**config.mk**
```make
export PLATFORM = sky130hd
export DESIGN_NAME = qnigma_tx_arb
export DESIGN_NICKNAME = d
export VERILOG_FILES = /design/src/rtl/qnigma_pkg.sv /design/src/rtl/qnigma_rr_pick.sv /design/src/rtl/qnigma_tx_arb.sv
export SDC_FILE = /design/constraint.sdc
export NUM_CORES = 1
export LEC_CHECK = 0
export BUFFER_PORTS_ARGS = -buffer_cell sky130_fd_sc_hd__buf_2
export CORE_AREA = 2 2 92 94
export DETAILED_ROUTE_END_ITERATION = 10
export DIE_AREA = 0 0 94 96
export PLACE_DENSITY = 0.78
export SLEW_MARGIN = 30
export SYNTH_ARGS = -nofsm -noshare
export SYNTH_HDL_FRONTEND = slang
export SYNTH_HIERARCHICAL = 1
export SYNTH_SLANG_ARGS = --single-unit
export TNS_END_PERCENT = 1
```
**constraint.sdc**
```tcl
create_clock -name clk -period 2.3 [get_ports clk]
set_clock_uncertainty 0.05 [all_clocks]
set_input_delay 0.46 -clock clk [delete_from_list [all_inputs] [get_ports clk]]
set_output_delay 0.46 -clock clk [all_outputs]
set_load 0.02 [all_outputs]
```
**src/rtl/qnigma_pkg.sv**
```systemverilog
// Shared constants and types for the qnigma transmit path.
package qnigma_pkg;

  localparam int TX_ARB_NUM_REQ       = 4;
  localparam int TX_ARB_IFG           = 12;
  localparam int TX_ARB_START_TIMEOUT = 16;
  localparam int TX_ARB_MAX_LEN       = 1518;

  typedef enum logic [2:0] {
    IDLE,
    GRANT,
    XFER,
    DRAIN,
    GAP
  } tx_arb_state_t;

endpackage

```
**src/rtl/qnigma_rr_pick.sv**
```systemverilog
// Combinational round-robin selector: first set req bit at or after ptr,
// wrapping modulo N, returned one-hot.
module qnigma_rr_pick #(
  parameter  int N  = 4,
  localparam int IW = (N > 1) ? $clog2(N) : 1
) (
  input  logic [N-1:0]  req,
  input  logic [IW-1:0] ptr,
  output logic [N-1:0]  pick,
  output logic          any
);

  logic          found;
  logic [IW-1:0] idx;

  always_comb begin
    pick  = '0;
    found = 1'b0;
    idx   = '0;
    for (int k = 0; k < N; k++) begin
      idx = IW'((int'(ptr) + k) % N);
      if (!found && req[idx]) begin
        pick[idx] = 1'b1;
        found     = 1'b1;
      end
    end
  end

  assign any = |req;

endmodule

```
**src/rtl/qnigma_tx_arb.sv**
```systemverilog
// Round-robin frame arbiter feeding the MAC TX CDC write port: grants whole
// frames, enforces start timeout, maximum length and inter-frame gap.
module qnigma_tx_arb
  import qnigma_pkg::*;
#(
  parameter int NUM_REQ       = TX_ARB_NUM_REQ,
  parameter int IFG_CYCLES    = TX_ARB_IFG,
  parameter int START_TIMEOUT = TX_ARB_START_TIMEOUT,
  parameter int MAX_LEN       = TX_ARB_MAX_LEN
) (
  input  logic                 clk,
  input  logic                 rst,
  input  logic [NUM_REQ-1:0]   req,
  output logic [NUM_REQ-1:0]   gnt,
  input  logic [NUM_REQ*8-1:0] data_in,
  input  logic [NUM_REQ-1:0]   valid_in,
  input  logic [NUM_REQ-1:0]   error_in,
  output logic [7:0]           data_out,
  output logic                 valid_out,
  output logic                 error_out,
  output logic                 busy
);

  localparam int IW = (NUM_REQ > 1) ? $clog2(NUM_REQ) : 1;

  tx_arb_state_t      state, state_d;
  logic [NUM_REQ-1:0] gnt_d;
  logic [IW-1:0]      g, g_d, ptr, ptr_d, ptr_next;
  logic [15:0]        cnt, cnt_d, len, len_d;
  logic               flag, flag_d;
  logic [7:0]         data_d;
  logic               valid_d, error_d;

  logic [NUM_REQ-1:0] pick;
  logic               any;
  logic [IW-1:0]      pick_idx;
  logic [7:0]         byte_g;
  logic               valid_g, error_g;

  qnigma_rr_pick #(.N(NUM_REQ)) u_pick (
    .req  (req),
    .ptr  (ptr),
    .pick (pick),
    .any  (any)
  );

  always_comb begin
    pick_idx = '0;
    for (int i = 0; i < NUM_REQ; i++) begin
      if (pick[i]) pick_idx = IW'(i);
    end
  end

  // Only the granted requester's lanes are ever looked at.
  assign byte_g   = data_in[8*int'(g) +: 8];
  assign valid_g  = valid_in[g];
  assign error_g  = error_in[g];
  assign ptr_next = (g == IW'(NUM_REQ - 1)) ? '0 : g + 1'b1;
  assign busy     = (state != IDLE);

  // NOTE: every variable gets a default before the case so no path leaves it
  // unassigned; without that this block would infer latches.
  always_comb begin
    state_d = state;
    gnt_d   = gnt;
    g_d     = g;
    ptr_d   = ptr;
    cnt_d   = cnt;
    len_d   = len;
    flag_d  = flag;
    data_d  = data_out;
    valid_d = 1'b0;
    error_d = 1'b0;
    case (state)
      IDLE: begin
        if (any) begin
          state_d = GRANT;
          gnt_d   = pick;
          g_d     = pick_idx;
          cnt_d   = '0;
        end
      end
      GRANT: begin
        if (valid_g) begin
          data_d  = byte_g;
          valid_d = 1'b1;
          len_d   = 16'd1;
          flag_d  = error_g;
          state_d = XFER;
        end else if (cnt == 16'(START_TIMEOUT - 1)) begin
          gnt_d   = '0;
          error_d = 1'b1;
          ptr_d   = ptr_next;
          cnt_d   = '0;
          state_d = GAP;
        end else begin
          cnt_d = cnt + 16'd1;
        end
      end
      XFER: begin
        if (!valid_g) begin
          gnt_d   = '0;
          error_d = flag;
          ptr_d   = ptr_next;
          cnt_d   = '0;
          state_d = GAP;
        end else if (len == 16'(MAX_LEN)) begin
          error_d = 1'b1;
          state_d = DRAIN;
        end else begin
          data_d  = byte_g;
          valid_d = 1'b1;
          len_d   = (len == 16'hFFFF) ? len : len + 16'd1;
          flag_d  = flag | error_g;
        end
      end
      DRAIN: begin
        if (!valid_g) begin
          gnt_d   = '0;
          ptr_d   = ptr_next;
          cnt_d   = '0;
          state_d = GAP;
        end
      end
      GAP: begin
        if (cnt == 16'(IFG_CYCLES - 1)) begin
          cnt_d   = '0;
          state_d = IDLE;
        end else begin
          cnt_d = cnt + 16'd1;
        end
      end
      default: state_d = IDLE;
    endcase
  end

  // NOTE: state registers use non-blocking assignments so every flop samples
  // the pre-edge values regardless of statement order.
  always_ff @(posedge clk) begin
    if (rst) begin
      state     <= IDLE;
      gnt       <= '0;
      g         <= '0;
      ptr       <= '0;
      cnt       <= '0;
      len       <= '0;
      flag      <= 1'b0;
      data_out  <= '0;
      valid_out <= 1'b0;
      error_out <= 1'b0;
    end else begin
      state     <= state_d;
      gnt       <= gnt_d;
      g         <= g_d;
      ptr       <= ptr_d;
      cnt       <= cnt_d;
      len       <= len_d;
      flag      <= flag_d;
      data_out  <= data_d;
      valid_out <= valid_d;
      error_out <= error_d;
    end
  end

endmodule

```
# Yosys cells after proc, flatten, opt, wreduce, memory -nomap -nowiden
# Index checks and enable logic that the tools add are counted.
[word_totals] latch_bits=0 rom_bits=0 register_bits=54 memories=0 input_bits=46 mem_bits_rw=0
[classes] mul=0 n_bitwise=4 n_mux=76 addsub=6 shift=1 order_cmp=9 n_reduce_logical=25 n_eq_ne=21 div=0
[ops] cell="16-bit 2-to-1 mux" n=9
[ops] cell="16-bit one-hot mux with 4 select lines" n=1
[ops] cell="16-bit by 1-bit adder with 16-bit output, second input constant" n=2
[ops] cell="16-bit by 4-bit == test with 1-bit output, second input constant" n=2
[ops] cell="4-bit 2-to-1 mux" n=8
[ops] cell="16-bit one-hot mux with 2 select lines" n=1
[ops] cell="32-bit by 6-bit variable part select with 8-bit output" n=1
[ops] cell="1-bit 2-to-1 mux" n=24
[ops] cell="8-bit 2-to-1 mux" n=3
[ops] cell="3-bit 2-to-1 mux" n=7
[ops] cell="2-bit != test, second input constant" n=10
[ops] cell="16-bit by 11-bit == test with 1-bit output, second input constant" n=1
[ops] cell="16-bit == test, second input constant" n=1
[ops] cell="8-bit one-hot mux with 2 select lines" n=1
[ops] cell="2-bit by 3-bit < comparator with 1-bit output, second input constant" n=5
[ops] cell="3-bit one-hot mux with 5 select lines" n=1
[ops] cell="5-bit AND reduction" n=3
[ops] cell="1-bit binary-select mux with 2-bit select" n=6
[ops] cell="2-bit 2-to-1 mux" n=6
[ops] cell="4-bit OR" n=3
[ops] cell="4-bit one-hot mux with 3 select lines" n=1
[ops] cell="4-bit AND reduction" n=3
[ops] cell="1-bit demux with 2-bit select" n=4
[ops] cell="2-bit by 1-bit >= comparator with 1-bit output, second input constant" n=4
[ops] cell="other kinds (19)" n=35

# Logic depth before layout (Yosys ltp)
[depth] word_depth=15 ltp_mapped=9 ltp_nobuf=9

# Hierarchy
# Netlist, hierarchy kept.
[by_module_without_submodules] mod="qnigma_tx_arb" cells_each=370 area_each_um2=3161.8 instances=1 seq_area_each_um2=1081.0
[by_module_without_submodules] mod="qnigma_rr_pick" cells_each=37 area_each_um2=345.3 instances=1 seq_area_each_um2=0.0

# Worst setup path after synthesis
# OpenSTA, ideal clock, no wires.
[synth_path] path_kind="reg2reg" startpoint="reg ptr[0]" endpoint="reg gnt[2]" setup_slack_ns=-0.012 t_arrival_ns=2.147 stages_incl_launch_ff=9 required_ns=2.136 path_cell_list="dfxtp_1 inv_1 ha_1 mux4_2 nor4b_4 nand2_1 o211ai_1 inv_1 a2111oi_0"
[synth_via] elab_chain_cells=14 elab_cells_between_ends=49
[synth_lines] element="start, declared" line="qnigma_tx_arb.sv:28" rtl="logic [IW-1:0] g, g_d, ptr, ptr_d, ptr_next;"
[synth_lines] element="start signal, assigned" line="qnigma_tx_arb.sv:155" rtl="ptr <= ptr_d;"
[synth_lines] element="parallel branches: the longest is 11 deep, another holds 2-bit by 3-bit < comparator with 1-bit output"
[synth_lines] element="4-bit 2-to-1 mux (*)" line="qnigma_rr_pick.sv:22" rtl="if (!found && req[idx]) begin"
[synth_lines] element="named net pick[2]" line="qnigma_tx_arb.sv:34" rtl="logic [NUM_REQ-1:0] pick;"
[synth_lines] element="4-bit 2-to-1 mux (*)" line="qnigma_tx_arb.sv:76" rtl="if (any) begin"
[synth_lines] element="4-bit one-hot mux with 3 select lines (*)" line="qnigma_tx_arb.sv:74" rtl="case (state)"
[synth_lines] element="end signal, assigned" line="qnigma_tx_arb.sv:153" rtl="gnt <= gnt_d;"
[synth_lines] element="end, declared" line="qnigma_tx_arb.sv:14" rtl="output logic [NUM_REQ-1:0] gnt,"
# Mark *: on every way through the listed nets, which the timed path passes. The select of a mux whose other input is x is not followed.
# A chain may end at the register's enable or synchronous reset.

# Final worst setup path
[layout_path] startpoint="reg ptr[0]" endpoint="reg g[0]"
[layout_via] elab_cells_between_ends=50
[layout_rtl] element="parallel branches: the longest is 11 deep, another holds 2-bit by 3-bit < comparator with 1-bit output"
[layout_rtl] element="4-bit 2-to-1 mux (*)" line="qnigma_rr_pick.sv:22"
[layout_rtl] element="named net pick[3]" line="qnigma_tx_arb.sv:34"
[layout_rtl] element="2-bit 2-to-1 mux (*)" line="qnigma_tx_arb.sv:50" rtl="if (pick[i]) pick_idx = IW'(i);"
[layout_rtl] element="end signal, assigned" line="qnigma_tx_arb.sv:154" rtl="g <= g_d;"
[layout_rtl] element="end, declared" line="qnigma_tx_arb.sv:28"
# Marked as above.

==> results.toml <==
[outcome]
status = "finished, final reports clean"

[sta]
max_freq_mhz = 448
grt_setup_unrepaired = "yes"
hold_violations = 0
layout_setup_ws_ns = 0.0682
maxSlewHeadroom_pct = 53.3
worst_pin_slew_ns = 0.698
finalCritPeriodShare_pct = 97.0
drv_slew = 0
min_period_ns = 2.23
setup_viol = 0
tns_ns = 0

[routing]
topRoutingLayerUsed = "met4"
drt_iter0_drc = 184
routed_wl_um = 9100
wl_per_cell_um = 15.4
postRouteAntennaNets = 0
firstDrtPassIters = 4
dr_wl_met3_um = 289
viasPerCell = 5.80
wl_met1_um = 4010
drc = 0
wl_met2_um = 4660
vias = 3421

[synth]
ys_warn_count = 6
synth_xor_area_share_pct = 0.250
syn-num-nets = 463
ys_types = 63
synthCells = 407
synthMuxAreaShare_pct = 13.2
synthArstFlopShare_pct = 0
synth-compound-area-share_pct = 19.2
syn_area_per_cell_um2 = 8.62
ys_seq_elements = 54
synth_edf_count = 0
synthAdderAreaFrac_pct = 3.57
yosysSeqAreaShare_pct = 30.8
synth_top_family_by_area = "simple AND/OR/NAND/NOR gates"
yosys.area_share.simple_pct = 26.6
netlist_area_um2 = 3510
yosys_most_used_dff = "dfxtp_1"

[clock_tree]
path_clk_slew_ns = 0.11
clk_latency_ns = 0.32
cts_made_buffers = 5
clock-sinks = 54
cts_buffer_depth = 2
tritoncts = "yes"
htreeDepth = 2
root_buffer = "clkbuf_8"
cts_hold_buf = 0

[floorplanning]
die_area_um2 = 9020
core_um2 = 8050
ios = 61
fp.dieW_um = 94
die_h_um = 96
std_cell_rows = 33
start_util_pct = 43.6

[grt]
grt-ovfl-total = 0
grt_pass1_wl_um = 14500
grt_antenna_before_repair = 0
grt_pass1_vias = 3221
grt_max_degree = 44
grt_use_total_pct = 19.8

[layout]
drive_gt1_share_pct = 31.3
antenna_cells = 0
fill_cells = 730
final_area_um2 = 4300
multiInputGateArea_um2 = 2250
seqCellArea_um2 = 1090
fin_nets = 540
syn2layout_area_growth_pct = 22.7
instances_no_fill = 590

[place]
placed_area_um2 = 4080
place.port_buffers = 60
post-dp-hpwl_um = 6500
dp_cells = 580
pre_cts_slack_ns = -0.0445
place_congestion = 0.927

[worst_hold_path]
hold_depth = 3
hold_path.class = "primary input to register"
min-delay-start = "rst"
holdPathEnd = "len[0]"

[worst_setup_path]
crit_arrival_ns = 2.42
r2r_slack_ns = 0.07
worstPathRequired_ns = 2.49
path_max_fanout = 8
r2r-start = "ptr[0]"
r2r-end = "g[0]"
critPathLaunchType = "register"
r2r_cells = 8
endpoint_kind = "register"
path_class = "register to register"

[power_and_ir_drop]
p_leak_nw = 1.63
peakVddDrop_mv = 0.582
total_power_w = 0.00347
power.density_nw_per_um2 = 806

[job]
cap_violations = 0
## worst max path at each step
| stage | start | to | slack [ns] |
|---|---|---|---|
| global route | ptr[0] | g[0] | -0.08 |
| floorplan | len[1] | len[15] | 0.08 |
| global placement | valid_in[3] | len[15] | 0.04 |
| finish | ptr[0] | g[0] | 0.07 |
| CTS | ptr[0] | gnt[2] | 0.04 |
| detailed placement | valid_in[1] | len[7] | -0.04 |
## power by group
| part | internal, W | total [W] | leakage [nW] | switching (W) |
|---|---|---|---|---|
| logic | 0.000681 | 0.00153 | 1.12 | 0.000849 |
| registers | 0.00105 | 0.00113 | 0.441 | 0.0000851 |
| clock network | 0.000465 | 0.000807 | 0.0714 | 0.000343 |
## area by class of cell
type,instances,area share (%)
multi-input cells,305,52.3
flip-flops and latches,54,25.3
repair buffers,100,14.4
well taps,105,3.05
clock buffers,6,1.92
inverters,18,1.57
clock inverters,2,1.40
## state kept, by name, indices dropped and copies added (netlist names)
register and count:
state 3, ptr 2, g 2, valid_out 1
len 16, gnt 4, error_out 1, flag 1
data_out 8, cnt 16
## placed cells by master, fill, tap and decap left out, types with 4 or more instances in the layout
master    netlist  final
buf_2          10     60
dfxtp_1        54     48
nand2_1        39     39
buf_4           0     37
nor2_1         32     32
a31oi_1        25     25
nand3_1        24     24
nand4_1        23     23
a21oi_1        21     21
inv_1          18     17
mux4_2         12     12
mux2i_1        13     12
nor3_1         11     10
ha_1           10      9
o211ai_1        8      8
clkbuf_8        0      6
dfxtp_2         0      6
nor4_1          6      5
nor2b_1         5      5
nor3b_1         4      4
a41oi_1         4      4
or2_2           4      4
and3_1          4      4
a21o_2          4      4
## critical path, cell delays in order, from the launching register on
cell	delay (ns)
dfxtp_2	0.34
buf_4	0.16
mux4_2	0.57
nor4b_4	0.33
buf_4	0.17
nand2_1	0.06
o211ai_1	0.17
a21oi_1	0.08
a211oi_1	0.23
## cell families (layout without fill, tap and decap cells)
logic type,Yosys count,in the layout
buf+inv,48,126
xor+xnor,1,1
compound gates,92,92
flops,54,54
mux,28,28
fa+ha+maj,10,10
simple gates,174,174
## synthesized netlist by cell type (all sizes together), types with 5 or more instances
master	n	share of area [%]
a21oi	21	3.0
a31oi	26	5.1
buf	14	2.7
clkbuf	16	1.7
dfxtp	54	31
ha	10	3.6
inv	18	1.9
mux2i	13	3.7
mux4	14	9.2
nand2	39	4.2
nand3	24	3.4
nand4	23	4.1
nor2	32	3.4
nor2b	5	0.89
nor3	11	1.6
nor4	6	1.1
o211ai	8	1.7
## per-stage QoR
stage | util (%) | hold WS, ns
floorplan | - | 0.389
global placement | 50.7 | 0.411
detailed placement | 50.7 | 0.425
CTS | 52.5 | 0.376
global route | 53.4 | 0.385
finish | 53.4 | 0.370
## layer usage
metal	vias up	global-route usage, %
li1	1696	-
met1	1648	25.1
met5	-	0
met3	12	2.66
met4	0	7.37
met2	65	34.3
## timing repair
action,in CTS,in global routing
resized for setup,1,14
setup buffers,0,2
pin swaps,0,1
setup endpoints to repair,1,29
hold endpoints to repair,0,0
No activity file was read; power rests on OpenSTA's default activity.
